### src/rtl/fnd_scan_ctrl.sv
// fnd_scan_ctrl: multiplexed 7-segment scan controller with sequential double-dabble BCD conversion
module fnd_scan_ctrl #(
  parameter int CLK_HZ   = 100_000_000,
  parameter int SCAN_HZ  = 1000,
  parameter int N_DIGITS = 4,
  parameter int DATA_W   = 14,
  parameter int BLANK_LZ = 1
) (
  input  logic                clk,
  input  logic                reset,
  input  logic [DATA_W-1:0]   in_data,
  input  logic                in_valid,
  input  logic [N_DIGITS-1:0] dp_mask,
  input  logic                blank,
  output logic                busy,
  output logic                overflow,
  output logic [N_DIGITS-1:0] fnd_digit,
  output logic [7:0]          fnd_data
);
  localparam int SD  = CLK_HZ / SCAN_HZ < 2 ? 2 : CLK_HZ / SCAN_HZ;
  localparam int SW  = $clog2(SD);
  localparam int IW  = N_DIGITS > 1 ? $clog2(N_DIGITS) : 1;
  localparam int NB0 = (DATA_W * 302 + 999) / 1000 + 1;
  localparam int NB  = NB0 > N_DIGITS ? NB0 : N_DIGITS;
  localparam int CW  = $clog2(DATA_W + 1);
  localparam logic [63:0] LIM = 64'(10 ** N_DIGITS);
  localparam logic [7:0] SEG [16] = '{8'hC0, 8'hF9, 8'hA4, 8'hB0, 8'h99, 8'h92, 8'h82, 8'hF8,
                                      8'h80, 8'h90, 8'hFF, 8'hFF, 8'hFF, 8'hFF, 8'hFF, 8'hFF};
  typedef enum logic [1:0] {IDLE, SHIFT, LOAD} st_t;
  st_t                  st_q, st_d;
  logic [SW-1:0]        scan_q, scan_d;
  logic [IW-1:0]        idx_q, idx_d;
  logic [DATA_W-1:0]    bin_q, bin_d, pval_q, pval_d, cap;
  logic [4*NB-1:0]      bcd_q, bcd_d, adj;
  logic [4*N_DIGITS-1:0] disp_q, disp_d;
  logic [CW-1:0]        cnt_q, cnt_d;
  logic                 pend_q, pend_d, ovc_q, ovc_d, ovf_q, ovf_d;
  logic [N_DIGITS-1:0]  lz;
  logic [3:0]           nib;
  logic [7:0]           seg;
  logic                 z, blk;
  always_ff @(posedge clk) begin
    if (reset) begin
      st_q   <= IDLE;
      scan_q <= '0;
      idx_q  <= '0;
      bin_q  <= '0;
      pval_q <= '0;
      bcd_q  <= '0;
      disp_q <= '0;
      cnt_q  <= '0;
      pend_q <= 1'b0;
      ovc_q  <= 1'b0;
      ovf_q  <= 1'b0;
    end else begin
      st_q   <= st_d;
      scan_q <= scan_d;
      idx_q  <= idx_d;
      bin_q  <= bin_d;
      pval_q <= pval_d;
      bcd_q  <= bcd_d;
      disp_q <= disp_d;
      cnt_q  <= cnt_d;
      pend_q <= pend_d;
      ovc_q  <= ovc_d;
      ovf_q  <= ovf_d;
    end
  end
  always_comb begin
    scan_d = scan_q == SW'(SD - 1) ? '0 : scan_q + 1'b1;
    idx_d  = scan_q != SW'(SD - 1) ? idx_q : idx_q == IW'(N_DIGITS - 1) ? '0 : idx_q + 1'b1;
    adj    = bcd_q;
    for (int j = 0; j < NB; j++)
      adj[4*j+:4] = bcd_q[4*j+:4] >= 4'd5 ? bcd_q[4*j+:4] + 4'd3 : bcd_q[4*j+:4];
    cap    = in_valid ? in_data : pval_q;
    st_d   = st_q;
    bin_d  = bin_q;
    bcd_d  = bcd_q;
    cnt_d  = cnt_q;
    pend_d = pend_q;
    pval_d = pval_q;
    ovc_d  = ovc_q;
    ovf_d  = ovf_q;
    disp_d = disp_q;
    if (st_q != IDLE && in_valid) begin
      pend_d = 1'b1;
      pval_d = in_data;
    end
    case (st_q)
      IDLE: if (in_valid || pend_q) begin
        bin_d  = cap;
        bcd_d  = '0;
        cnt_d  = '0;
        pend_d = 1'b0;
        ovc_d  = 64'(cap) >= LIM;
        st_d   = SHIFT;
      end
      SHIFT: begin
        bcd_d = {adj[4*NB-2:0], bin_q[DATA_W-1]};
        bin_d = bin_q << 1;
        cnt_d = cnt_q + 1'b1;
        st_d  = cnt_q == CW'(DATA_W - 1) ? LOAD : SHIFT;
      end
      LOAD: begin
        disp_d = bcd_q[4*N_DIGITS-1:0];
        ovf_d  = ovc_q;
        st_d   = IDLE;
      end
      default: st_d = IDLE;
    endcase
  end
  // lz[i] is set when digit i and every digit above it are zero
  always_comb begin
    z  = 1'b1;
    lz = '0;
    for (int j = N_DIGITS - 1; j >= 0; j--) begin
      z     = z && disp_q[4*j+:4] == 4'd0;
      lz[j] = z;
    end
    nib       = disp_q[4*idx_q+:4];
    blk       = BLANK_LZ != 0 && idx_q != '0 && lz[idx_q];
    seg       = ovf_q ? 8'hBF : blk ? 8'hFF : SEG[nib];
    fnd_data  = {seg[7] & ~dp_mask[idx_q], seg[6:0]};
    fnd_digit = blank ? '1 : ~(N_DIGITS'(1) << idx_q);
  end
  assign busy     = st_q != IDLE;
  assign overflow = ovf_q;
endmodule

### config.mk
export PLATFORM = sky130hd
export DESIGN_NAME = fnd_scan_ctrl
export DESIGN_NICKNAME = d
export VERILOG_FILES = /design/src/rtl/fnd_scan_ctrl.sv
export SDC_FILE = /design/constraint.sdc
export NUM_CORES = 1
export LEC_CHECK = 0
export ABC_AREA = 1
export BUFFER_PORTS_ARGS = -buffer_cell sky130_fd_sc_hd__clkbuf_2
export CAP_MARGIN = 20
export CORE_MARGIN = 10
export CORE_UTILIZATION = 60
export DETAILED_ROUTE_END_ITERATION = 10
export MAX_ROUTING_LAYER = met4
export PLACE_DENSITY = 0.8
export SETUP_SLACK_MARGIN = 0.1
export SYNTH_ARGS = -nofsm -noshare
export SYNTH_HDL_FRONTEND = slang
export SYNTH_SLANG_ARGS = --single-unit
### constraint.sdc
create_clock -name clk -period 4.7 [get_ports clk]
set_input_delay 0.47 -clock clk [delete_from_list [all_inputs] [get_ports clk]]
set_output_delay 0.47 -clock clk [all_outputs]
set_load 0.05 [all_outputs]
==> metrics.txt <==
die span in y=107 um; Via density=5.35; first drt pass iteration count=5; Top Family by Delay on Critical Path=simple AND/OR/NAND/NOR gates; area grow syn2layout=7.02%; Min Hold Slack=360 ps; Slew HR=0.560; Worst Setup Start Kind=flop; final instance area=4880 um2; RSZ-0062 raised after global routing=false; WHS Path Cells=3; complex-gate fraction of the synthesized area=0.177; Routed WL=9.92 mm; Crit path arrival time=2440 ps; final core occ=0.666; DR vias=4,199; # fillers=687; I/O pin count=36; synth warn=0; DR DRC count=0; MaxCap Viol Count=0; critical path type=flop to output pin; row count=31; maximum clock frequency=344 MHz; Hold Violations, Final=0; Worst Max-Slew Pin Slew=660 ps; gpl congestion=0.871; Die X=107 um; sequential-to-total area share from yosys stat=0.386; type of destination of the critical path=output pin; Final setup viols=0; worst skew pair latency=350 ps; Core Region=7330 um2; Syn Inst Count=657; Post-Synth XOR/XNOR Area=0.0134; leakage power figure=2.09 nW; synth unique cells=35; Post-DP HPWL=7.31 mm; die area=11,500 um2; post-synthesis mux area share=0; Clock Tree Root=clkbuf_8; HP Class=input port to flop; CTS max path bufs=2; Post-CTS Resized=0; Post-Syn Area=4560 um2; Worst VDD drop=0.186 mV; Avg Cell Area, Syn=6.94 um2; fraction of the mapped netlist area in adder cells=0.0549; # nets final=724; main combinational cell family by area after synthesis=simple AND/OR/NAND/NOR gates; largest net degree at the start of global routing=34; H-Tree Level Count=3; critical path required time=4230 ps; setup ws final=1790 ps; Synthesized Nets=699; number of antenna diodes=0; clock sinks=88; critical path fanouts, max=17; register area=1760 um2; number of cells on the critical path=11; first-pass GRT wire length=17.6 mm; Critical Path, Cell by Cell=inv_4 > nand2_1 > o211ai_1 > nand2_1 > inv_1 > ha_1 > or2_2 > nand2_1 > nand2_1 > nand3_1 > clkbuf_2; Synth Register Bits=88; slowest stage delay, CP=590 ps; share of layout cells above drive strength 1=0.0991; Global Route Usage Sum=0.183; total CTS buffers=9; outcome=finished clean; DP Area=4730 um2; Cell Pwr Density=273 nW/um2; TNS Setup=0 ps; Slowest cell on crit path=dfxtp_1; # Post-CTS Setup Buffers=0; R2R cell count=6; initial antenna violation count=0; WP buf/inv=3; CP most frequent cell=nand2_1; number of I/O port buffers=35; fin crit period=2910 ps; Worst-path clk slew=80 ps; WL/cell=12.6 um; antenna viol nets, final=0; Final Cycle Share=0.619; Worst Setup Slack post-DPL=2150 ps; drt first-iter violations=209; worst clock skew=14.0 ps; grt total ovfl=0; hold buffer count at CTS=0; area of the multi-input gates=2340 um2; initial core utilization=0.622; Slew Viols, Final=0; simple-gate share of the synthesized area=0.268; CTS tree=built; vias in the first global route=4,115
per-layer routing:
metal	part of all wire	GRT usage
met5	0	-
met4	0.010	0.0629
met3	0.053	0.0395
met2	0.47	0.315
met1	0.46	0.205
worst register-to-register path, cell delays in order (launching register included):
cell,delay (ps)
dfxtp_1,370
ha_1,180
nand2_1,80
nor2_2,240
nand3_1,230
nand2_2,330
nor3b_1,100
sequential cells by signal, indices dropped and copies added, names as in the netlist:
| register | flops |
|---|---|
| bin_q | 14 |
| cnt_q | 4 |
| pval_q | 14 |
| overflow | 1 |
| bcd_q | 16 |
| disp_q | 16 |
| scan_q | 17 |
| idx_q | 2 |
| ovc_q | 1 |
| st_q | 2 |
| pend_q | 1 |
kinds of logic after synthesis:
family / Yosys count
xor+xnor: 7
flops: 88
compound gates: 145
simple gates: 292
fa+ha+maj: 20
buf+inv: 105
worst paths after layout:
| path | endpoint | start | slack, ps |
|---|---|---|---|
| max reg2reg | scan_q[2] | scan_q[0] | 3070 |
| max | fnd_data[4] | idx_q[0] | 1790 |
| min | pval_q[9] | in_data[9] | 360 |
| min reg2reg | pval_q[12] | pval_q[12] | 450 |
cell usage in the layout, fill, tap and decap left out, types with 9 or more instances in the layout:
cell / count
nor2_1: 61
a21oi_1: 70
clkbuf_8: 9
nand2_1: 170
nand3_1: 32
ha_1: 20
clkbuf_2: 35
dfxtp_1: 88
o21ai_0: 49
nor3_1: 10
inv_1: 76
cells in the mapped netlist:
master,number,share of area
o21ai_4,1,0.0036
o21ai_1,2,0.0022
a22oi_1,4,0.0066
nand3_1,32,0.035
buf_6,6,0.015
nor2_2,2,0.0027
o32ai_1,2,0.0038
o21ai_2,1,0.0019
nand2_4,1,0.0025
xnor2_1,2,0.0038
ha_1,20,0.055
or2_2,1,0.0014
inv_2,5,0.0041
dfxtp_1,88,0.39
nor3b_1,2,0.0033
a211oi_1,1,0.0016
nand2_1,170,0.14
clkbuf_1,7,0.0058
inv_4,2,0.0027
o21ai_0,49,0.054
o221ai_1,6,0.012
buf_4,1,0.0016
a21oi_1,70,0.077
o211ai_1,6,0.0099
buf_2,7,0.0077
nand4_1,7,0.0096
xor2_1,5,0.0096
buf_1,1,0.00082
nor2_1,61,0.050
nor3_1,10,0.011
inv_1,76,0.063
nand2_2,2,0.0027
a32o_1,1,0.0022
o31ai_1,2,0.0033
nor2_4,4,0.0099
final cells by class:
cell class / count / share of cell area
clock inverters: 4 / 0.00461
repair buffers: 36 / 0.0374
clock buffers: 11 / 0.0269
well taps: 99 / 0.0254
flip-flops and latches: 88 / 0.361
multi-input cells: 464 / 0.480
inverters: 83 / 0.0648
power breakdown:
part           switching, W  leakage, nW  internal [W]
clock              0.000254       0.0789      0.000187
combinational     0.0000793         1.29     0.0000363
sequential        0.0000112        0.714      0.000765
total              0.000344         2.09      0.000988
through the flow:
| stage | instances | total power (W) |
|---|---|---|
| after floorplan | 657 | 0.000881 |
| after global routing | 785 | 0.00138 |
| after CTS | 785 | 0.00134 |
| after detailed placement | 770 | 0.000909 |
| final | 785 | 0.00133 |
| after global placement | 770 | 0.000904 |
Power figures use the tool's default switching activity.
